$ cat src/rtl/icache_pkg.sv
// ============================================================================
// Module   : icache_pkg
// Brief    : Shared I-cache refill constants and line-fill state encoding.
// Revision : 1.0
// ============================================================================
`default_nettype none

package icache_pkg;

    localparam int WORD_WIDTH   = 20;
    localparam int NUM_WORDS    = 16;
    localparam int OFFSET_WIDTH = 4;
    localparam int LINE_WIDTH   = WORD_WIDTH * NUM_WORDS;

    localparam logic [1:0] ST_IDLE = 2'd0;
    localparam logic [1:0] ST_FILL = 2'd1;
    localparam logic [1:0] ST_DONE = 2'd2;

endpackage

`default_nettype wire

$ cat src/rtl/line_fill_assembler.sv
// ============================================================================
// Module   : line_fill_assembler
// Brief    : Packs a critical-word-first wrapped refill stream into one cache
//            line, forwards the critical word, hands the line off via valid/ready.
// Revision : 1.0
// ============================================================================
`default_nettype none

module line_fill_assembler #(
    parameter int WORD_WIDTH   = icache_pkg::WORD_WIDTH,
    parameter int NUM_WORDS    = icache_pkg::NUM_WORDS,
    parameter int OFFSET_WIDTH = icache_pkg::OFFSET_WIDTH
) (
    input  logic                              i_clk,
    input  logic                              i_reset,
    input  logic                              i_req_valid,
    input  logic [OFFSET_WIDTH-1:0]           i_req_offset,
    output logic                              o_req_ready,
    input  logic [WORD_WIDTH-1:0]             i_word,
    input  logic                              i_word_valid,
    output logic                              o_word_ready,
    output logic [WORD_WIDTH-1:0]             o_crit_word,
    output logic                              o_crit_valid,
    output logic [WORD_WIDTH*NUM_WORDS-1:0]   o_line_data,
    output logic                              o_line_valid,
    input  logic                              i_line_ready,
    output logic                              o_busy
);

    import icache_pkg::*;

    localparam int LINE_W = WORD_WIDTH * NUM_WORDS;

    logic [1:0]              r_state;
    logic [1:0]              w_state_next;
    logic [OFFSET_WIDTH-1:0] r_ptr;
    logic [OFFSET_WIDTH-1:0] r_cnt;
    logic [LINE_W-1:0]       r_line;
    logic [WORD_WIDTH-1:0]   r_crit_word;
    logic                    r_crit_valid;
    logic                    w_req_fire;
    logic                    w_beat_fire;
    logic                    w_last_beat;

    assign w_req_fire  = i_req_valid & o_req_ready;
    assign w_beat_fire = i_word_valid & o_word_ready;
    assign w_last_beat = (r_cnt == OFFSET_WIDTH'(NUM_WORDS - 1));

    always_ff @(posedge i_clk) begin
        if (i_reset) begin
            r_state <= ST_IDLE;
        end else begin
            r_state <= w_state_next;
        end
    end

    always_comb begin
        w_state_next = r_state;
        case (r_state)
            ST_IDLE: if (w_req_fire)                 w_state_next = ST_FILL;
            ST_FILL: if (w_beat_fire && w_last_beat) w_state_next = ST_DONE;
            ST_DONE: if (i_line_ready)               w_state_next = ST_IDLE;
            default:                                 w_state_next = ST_IDLE;
        endcase
    end

    always_comb begin
        o_req_ready  = (r_state == ST_IDLE);
        o_word_ready = (r_state == ST_FILL);
        o_line_valid = (r_state == ST_DONE);
        o_busy       = (r_state == ST_FILL) || (r_state == ST_DONE);
    end

    // The line is cleared when a request is accepted, so slots never show
    // data left over from the previous fill.
    always_ff @(posedge i_clk) begin
        if (i_reset) begin
            r_ptr        <= '0;
            r_cnt        <= '0;
            r_line       <= '0;
            r_crit_word  <= '0;
            r_crit_valid <= 1'b0;
        end else begin
            r_crit_valid <= 1'b0;
            if (w_req_fire) begin
                r_ptr  <= i_req_offset;
                r_cnt  <= '0;
                r_line <= '0;
            end
            if (w_beat_fire) begin
                r_line[r_ptr*WORD_WIDTH +: WORD_WIDTH] <= i_word;
                r_ptr <= r_ptr + OFFSET_WIDTH'(1);
                r_cnt <= r_cnt + OFFSET_WIDTH'(1);
                if (r_cnt == '0) begin
                    r_crit_word  <= i_word;
                    r_crit_valid <= 1'b1;
                end
            end
        end
    end

    assign o_crit_word  = r_crit_word;
    assign o_crit_valid = r_crit_valid;
    assign o_line_data  = r_line;

endmodule

`default_nettype wire

$ cat config.mk
export PLATFORM = sky130hd
export DESIGN_NAME = line_fill_assembler
export DESIGN_NICKNAME = d
export VERILOG_FILES = /design/src/rtl/icache_pkg.sv /design/src/rtl/line_fill_assembler.sv
export SDC_FILE = /design/constraint.sdc
export NUM_CORES = 1
export LEC_CHECK = 0
export CELL_PAD_IN_SITES_DETAIL_PLACEMENT = 1
export CELL_PAD_IN_SITES_GLOBAL_PLACEMENT = 1
export CORE_MARGIN = 2
export CORE_UTILIZATION = 39
export CTS_BUF_LIST = sky130_fd_sc_hd__clkbuf_8
export CTS_CLUSTER_SIZE = 25
export DETAILED_ROUTE_END_ITERATION = 8
export PLACE_DENSITY = 0.82
export SLEW_MARGIN = 10
export SYNTH_ARGS = -nofsm -noshare
export SYNTH_HDL_FRONTEND = slang
export SYNTH_SLANG_ARGS = --single-unit
export TNS_END_PERCENT = 20
$ cat constraint.sdc
create_clock -name i_clk -period 5.8 [get_ports i_clk]
set_input_delay 1.74 -clock i_clk [delete_from_list [all_inputs] [get_ports i_clk]]
set_output_delay 1.74 -clock i_clk [all_outputs]
set_load 0.02 [all_outputs]
# Yosys cells after proc, flatten, opt, wreduce, memory -nomap -nowiden
# Cells that the tools add are included.
[word_totals] reg_bits=351 input_bits=29 out_inout_bits=345 elab_cells=42
[classes] addsub=3 mul=1 eq_ne=6 shifts=2 muxes=13 bitwise=3 reduce_logical=8
[op_table] operator="two-way mux 320 bit" n=3
[op_table] operator="bitwise mux 320 bit" n=1
[op_table] operator="variable shift 20 x 34 -> 320 bit (first input constant)" n=1
[op_table] operator="variable part select 20 x 34 -> 320 bit" n=1
[op_table] operator="negator 9 -> 34 bit" n=1
[op_table] operator="two-way mux 4 bit" n=4
[op_table] operator="adder 4 x 1 -> 4 bit (second input constant)" n=2
[op_table] operator="multiplier 4 x 3 -> 7 bit (second input constant)" n=1
[op_table] operator="two-way mux 2 bit" n=3
[op_table] operator="!= test 2 x 1 -> 1 bit (second input constant)" n=3
[op_table] operator="case mux 2 bit (3 select lines)" n=1
[op_table] operator="equality test 4 bit (second input constant)" n=1
[op_table] operator="zero test 4 bit" n=1
[op_table] operator="AND reduction 3 bit" n=1
[op_table] operator="AND 1 bit" n=2
[op_table] operator="equality test 2 x 1 -> 1 bit (second input constant)" n=1
[op_table] operator="equality test 2 bit (second input constant)" n=1
[op_table] operator="zero test 2 bit" n=1
[op_table] operator="AND reduction 2 bit" n=1
[op_table] operator="nonzero test 2 bit" n=1
[op_table] operator="OR reduction 2 bit" n=1
[op_table] operator="logical AND 1 bit" n=1
[op_table] operator="logical OR 1 bit" n=1
[op_table] operator="two-way mux 1 bit" n=1
[op_table] operator="NOT 1 bit" n=1

# Logic depth before layout (Yosys ltp)
# Gate-level depths: netlist (run 1).
[depth] depth_word=6 mapped_depth=15

# Worst setup path after synthesis (run 1)
# Ideal clock, no wire load.
[synth_timing] path_type="register -> register" from="register r_ptr[1]" to="register r_line[144] (netlist: o_line_data[144])" t_arrival_ns=3.970 required_ns=5.728 setup_slack_ns=1.758 stages_incl_launch_ff=15 synth_period_minus_slack_ns=4.042 path_cell_list="dfxtp_1 > ha_1 > ha_1 > fa_1 > buf_4 > or4b_1 > clkbuf_1 > nor2_1 > ha_1 > clkbuf_1 > nand2_1 > nor4_2 > nand3_1 > a21oi_1 > mux2i_1"
[synth_between] elab_chain_len=5 word_cells_on_any_way=6 cone_classes="1 x add/sub; 1 x mul; 2 x shift; 2 x mux"
[synth_rtl] item="start: declaration" line_no="line_fill_assembler.sv:36" source="logic [OFFSET_WIDTH-1:0] r_ptr;"
[synth_rtl] item="start signal: assignment" line_no="line_fill_assembler.sv:86" source="r_ptr <= i_req_offset;"
[synth_rtl] item="start signal: assignment" line_no="line_fill_assembler.sv:92" source="r_ptr <= r_ptr + OFFSET_WIDTH'(1);"
[synth_rtl] item="multiplier 4 x 3 -> 7 bit *" line_no="line_fill_assembler.sv:91" source="r_line[r_ptr*WORD_WIDTH +: WORD_WIDTH] <= i_word;"
[synth_rtl] item="negator 9 -> 34 bit *" line_no="line_fill_assembler.sv:91"
[synth_rtl] item="variable part select 20 x 34 -> 320 bit or variable shift 20 x 34 -> 320 bit (tied branches)" line_no="line_fill_assembler.sv:91"
[synth_rtl] item="bitwise mux 320 bit *" line_no="line_fill_assembler.sv:91"
[synth_rtl] item="two-way mux 320 bit *" line_no="line_fill_assembler.sv:90" source="if (w_beat_fire) begin"
[synth_rtl] item="end signal: indexed assignment" line_no="line_fill_assembler.sv:91"
[synth_rtl] item="end: declaration" line_no="line_fill_assembler.sv:38" source="logic [LINE_W-1:0] r_line;"
# Mark *: on every way between the ends. The rest lies on a longest branch, timed or not.
# A chain may end at the register's enable or synchronous reset.

# Final worst setup path (run 1)
[layout_timing] from="register r_ptr[3]" to="register r_line[239] (netlist: o_line_data[239])"
# Same word-level chain as after synthesis.

==> out/results.ini, run 1 <==
[min_path]
worst_hold_path.num_cells=2
hp-class=reg2reg

[layout]
antenna_cells=0
area_growth_pct=33.73
drive_above_1_share_pct=9.257
layout.nets=2401
fillers=4923
final_common_cell=nand2_1
fin_cells=2948
mostFrequentLayoutCells=nand2_1, clkdlybuf4s50_1, dfxtp_1, mux2i_1, nand3_1

[timing]
hold_violations=0
maxSlewViolCount=0
relSlewSlack_pct=16.99
max_freq_mhz=199.3
holdWs_ps=460.2
fin_crit_sh_pct=86.52
tns_ps=0
setup_viol=0
rsz0062_at_grt=false
worst_pin_slew_ps=1245
final.setup_skew_ps=42.77
fin_crit_ps=5018

[worst_setup_path]
r2r_cells=13
critPathMaxFanout=11
r2r_slack_ps=780
cp_cell_sequence=ha_1 -> ha_1 -> fa_1 -> or4b_1 -> nor2_1 -> ha_1 -> inv_1 -> nor2_1 -> o21ai_1 -> buf_4 -> nor4_2 -> mux2_2 -> nor2_1
path_delay_family=simple AND/OR/NAND/NOR gates
crit_path_end_kind=register
path_buf_inv=2
cp-start-kind=register
slowest_delay_ps=700
worst-setup-path-type=reg2reg
arrival_ps=5600
cp_num_cells=13
worstPathRequired_ps=6380
critical_path.slowest_cell=nor4_2

[clock_network]
cts_buffers=59
cts_max_path_buffers=3
cts_hold_buf=0
cts_tree=done
cts_resized=0
cts-root-buf=clkbuf_8
clock_latency_ps=690
post-cts-setup-buffers=0
htreeDepth=2
clkTransAtPathRegs_ps=60
cts_sinks=351

[routing]
viasPerCell=5.864
drt_wl_total_um=74660
drc=0
wl_per_cell_um=25.33
num_vias=17286
ant_nets=0
dr.first_iter.drc_count=1123
dr.pass1.iters=5

[synthesis]
synthesis.nets=2050
synthMuxAreaShare_pct=14.15
synth_adder_area_share_pct=1.020
synth-compound-area-share_pct=13.85
synth_edf_count=0
synthDistinctLibCells=82
synth_xor_area_share_pct=0.4576
synthTopCellsByArea=dfxtp_1, mux2i_1, nand2_1
yosysWarnings=0
async_reset_ff_share_pct=0
synth_area_um2=16680
yosys.area_share.simple_pct=24.72
ys_ff_latch=351
synth_top_family_by_area=simple AND/OR/NAND/NOR gates
seq_area_frac_synth_pct=42.13
yosysTopAreaCellShare_pct=42.13
avgSynthCellArea_um2=8.307
syn-instance-count=2008
synth_top_area_cell=dfxtp_1
synthFlopType=dfxtp_1

[die]
die_w_um=210.8
core_um2=42040
rows=75
dieArea_um2=44440
start_util_pct=39.68
die_h_um=210.8
io_pins=374

[pwr]
power_mw=7.576
p_leak_nw=7.674
power-per-cell-area_nw_per_um2=339.7
ir_worst_vdd_mv=0.1674

[global_routing]
grt_pass1_wl_um=111500
grt_use_total_pct=32.82
antenna_found_initial=1
grt_max_degree=191
first_global_vias=18065
grt_overflow=0

[run_status]
outcome=finished, final reports clean

[place]
routabilityCongestion=0.9768
port_buffers=373
dpl.cell_count=2837
hpwl_um=54320

[job]
cap_violations=0

-- worst reg2reg max path, cell delays in order (launching register included) --
cell and delay (ps):
dfxtp_1 650, ha_1 340, ha_1 230, fa_1 480, or4b_1 640, nor2_1 150
ha_1 160, inv_1 70, nor2_1 530, o21ai_1 210, buf_4 230, nor4_2 710
mux2_2 420, nor2_1 120
-- cells by family (layout without fill, tap and decap cells) --
kind of cell,count (synthesis),in the layout
multiplexers,233,233
AO/OA/AOI/OAI,367,367
adder cells (fa/ha/maj),13,13
flip-flops,351,351
AND/OR/NAND/NOR,891,891
buffers and inverters,146,547
XOR/XNOR,7,7
-- routing by layer --
metal / GRT usage (%) / share of wire (%) / up-vias
li1: - / - / 7811
met1: 38.82 / 40 / 8544
met3: 8.133 / 7.9 / 181
met4: 15.76 / 4.6 / 0
met5: 0 / 0 / -
met2: 55.74 / 48 / 750
-- per-stage QoR --
| step | cell area [um2] | utilization (%) | setup WS (ps) |
|---|---|---|---|
| after global routing | 22310 | 53.06 | 614.2 |
| final | 22310 | 53.06 | 782.1 |
| after global placement | 20970 | 49.88 | 1007 |
| after CTS | 22310 | 53.06 | 815.4 |
| after floorplan | 16680 | - | 1758 |
| after detailed placement | 20970 | 49.88 | 846.8 |
-- Yosys cell counts, types with 4 or more instances --
library cell  number
o21ai_1            8
nor3_1            26
dfxtp_1          351
inv_1             10
nor3_2            15
nand4_1           12
nor4_1             4
a211oi_1           4
clkbuf_1          91
and2_1            11
a31oi_1           23
o22ai_1           59
a2bb2oi_1          6
a21o_1             7
and3_1            16
mux2i_1          220
o32ai_1            6
buf_1             13
a21oi_1          161
nor3b_1            4
or2_2             11
nor2_1            76
o211ai_1          12
buf_4              8
nand3_1          176
buf_2             22
nand3b_1          10
or3_1             14
nand2b_1          12
or4_1              5
nand2_1          472
mux2_2            12
o21ai_0           32
nor2b_1            6
nor4_2             4
ha_1              12
-- path summary, 6_finish.rpt --
check                        startpoint                     endpoint
max               r_ptr[3]$_SDFFE_PP0P_  o_line_data[239]$_SDFF_PP0_
min          o_line_data[28]$_SDFF_PP0_   o_line_data[28]$_SDFF_PP0_
max reg2reg       r_ptr[3]$_SDFFE_PP0P_  o_line_data[239]$_SDFF_PP0_
min reg2reg  o_line_data[28]$_SDFF_PP0_   o_line_data[28]$_SDFF_PP0_
-- registers in the layout, indices dropped and copies added (netlist names) --
| name | cells |
|---|---|
| o_crit_word | 20 |
| o_crit_valid | 1 |
| o_line_data | 320 |
| r_ptr | 4 |
| r_state | 2 |
| r_cnt | 4 |
-- cell type report --
class	count	area [um2]	share of cell area, %
Clock buffer	81	1115	4.998
Clock inverter	30	220.2	0.9873
Inverter	11	41.29	0.1851
Multi-Input combinational cell	1511	9080	40.71
Sequential cell	351	7028	31.51
Tap cell	539	674.4	3.024
Timing Repair Buffer	425	4146	18.59
-- report_power, final --
| part | switching [mW] | total [mW] | internal, mW |
|---|---|---|---|
| Sequential | 0.0171 | 2.45 | 2.43 |
| Combinational | 2.02 | 2.66 | 0.643 |
| Clock | 1.09 | 2.47 | 1.38 |
| Total | 3.12 | 7.58 | 4.45 |
Power figures use the tool's default switching activity.
==> run 2: changes to the inputs <==
CAP_MARGIN = 20   (was not set)
==> out/results.ini, run 2 (synthesis results as in run 1) <==
[worst_setup_path]
cp_num_cells=12
slowest_delay_ps=700
crit_path_end_kind=register
cp_common_cell=ha_1
cp-start-kind=register
critical_path.slowest_cell=nor3_1
path_delay_family=adder cells
path_buf_inv=1
worstPathRequired_ps=6370
r2r_cells=12
arrival_ps=5630
cp_cell_sequence=ha_1 -> ha_1 -> fa_1 -> xor2_2 -> nor2_1 -> ha_1 -> a211o_1 -> a21oi_1 -> o21ai_2 -> buf_4 -> nor3_1 -> mux2i_1
critPathMaxFanout=14
worst-setup-path-type=reg2reg

[layout]
fin_area_um2=22340
drive_above_1_share_pct=9.494
layout.nets=2404
fin_cells=2951
mostFrequentLayoutCells=nand2_1, clkdlybuf4s50_1, dfxtp_1, mux2i_1, nand3_1
area_growth_pct=33.94
fillers=4972
largest_reg_flops=320
final_common_cell=nand2_1
final_util_pct=53.14
antenna_cells=0

[die]
die_h_um=210.8
io_pins=374
dieArea_um2=44440
core_um2=42040
die_w_um=210.8
start_util_pct=39.68
rows=75

[place]
routabilityCongestion=0.9768
port_buffers=373
hpwl_um=54350
pre_cts_ws_ps=861.4
place_area_um2=20990
dpl.cell_count=2838

[timing]
worst_pin_slew_ps=1150
fin_crit_ps=5055
final.setup_skew_ps=26.39
relSlewSlack_pct=22.92
holdWs_ps=460.7
setup_viol=0
max_freq_mhz=197.8
rsz0062_at_grt=false
hold_violations=0
tns_ps=0
fin_crit_sh_pct=87.15
maxSlewViolCount=0
setup_ws_ps=745.1

[routing]
num_vias=17354
wl_per_cell_um=25.25
dr.first_iter.drc_count=1186
drc=0
drt_wl_total_um=74520
dr.pass1.iters=5
ant_nets=0
viasPerCell=5.881

[min_path]
worst_hold_path.num_cells=2
hp-class=reg2reg

[clock_network]
post-cts-setup-buffers=0
cts_tree=done
cts_sinks=351
clkTransAtPathRegs_ps=60
cts_resized=0
cts_max_path_buffers=3
htreeDepth=2
cts_buffers=59
cts-root-buf=clkbuf_8
cts_hold_buf=0
clock_latency_ps=680

[global_routing]
antenna_found_initial=1
grt_max_degree=191
grt_overflow=0
grt_use_total_pct=32.79
first_global_vias=18051
grt_pass1_wl_um=111400

[pwr]
power-per-cell-area_nw_per_um2=337.8
ir_worst_vdd_mv=0.1895
power_mw=7.548
p_leak_nw=7.681

[run_status]
outcome=finished, final reports clean

[job]
cap_violations=0

## run 2: cell count changes in the layout (fill, tap and decap cells not counted), sizes merged
| cell | change |
|---|---|
| buf | +3 |
| bufinv | -2 |
| clkbuf | +3 |
| clkinv | +2 |
| clkinvlp | +1 |
| inv | -4 |
## run 2: final cells by class
type                            count  area, um2  area share, %
Tap cell                          539      674.4          3.019
Clock inverter                     27      161.4         0.7224
Timing Repair Buffer              428       4200          18.80
Clock buffer                       84       1156          5.175
Sequential cell                   351       7028          31.46
Multi-Input combinational cell   1511       9080          40.64
Inverter                           11      41.29         0.1848
## run 2: path summary, 6_finish.rpt
| path | startpoint | endpoint | slack, ps |
|---|---|---|---|
| worst max-delay path | r_ptr[3]$_SDFFE_PP0P_ | o_line_data[107]$_SDFF_PP0_ | 750 |
| worst min register to register | o_line_data[28]$_SDFF_PP0_ | o_line_data[28]$_SDFF_PP0_ | 460 |
| worst max register to register | r_ptr[3]$_SDFFE_PP0P_ | o_line_data[107]$_SDFF_PP0_ | 750 |
| worst min-delay path | o_line_data[28]$_SDFF_PP0_ | o_line_data[28]$_SDFF_PP0_ | 460 |
## run 2: metal layers
metal,track usage (%),routed length (um),vias to the layer above,share of wire [%]
met2,54.83,35180,722,47
met4,16.83,3773,0,5.1
met5,0,0,-,0
met1,38.48,29460,8600,40
met3,9.069,6105,209,8.2
li1,-,-,7823,-
## run 2: power breakdown
part           leakage [nW]  switching [mW]  internal [mW]
clock                 0.738            1.09           1.33
sequential             2.83          0.0170           2.43
combinational          4.12            2.02          0.660
## run 2: worst register-to-register path: stages (launching register included)
cell	delay, ps
dfxtp_1	630
ha_1	340
ha_1	230
fa_1	500
xor2_2	480
nor2_1	110
ha_1	430
a211o_1	420
a21oi_1	340
o21ai_2	160
buf_4	290
nor3_1	710
mux2i_1	340
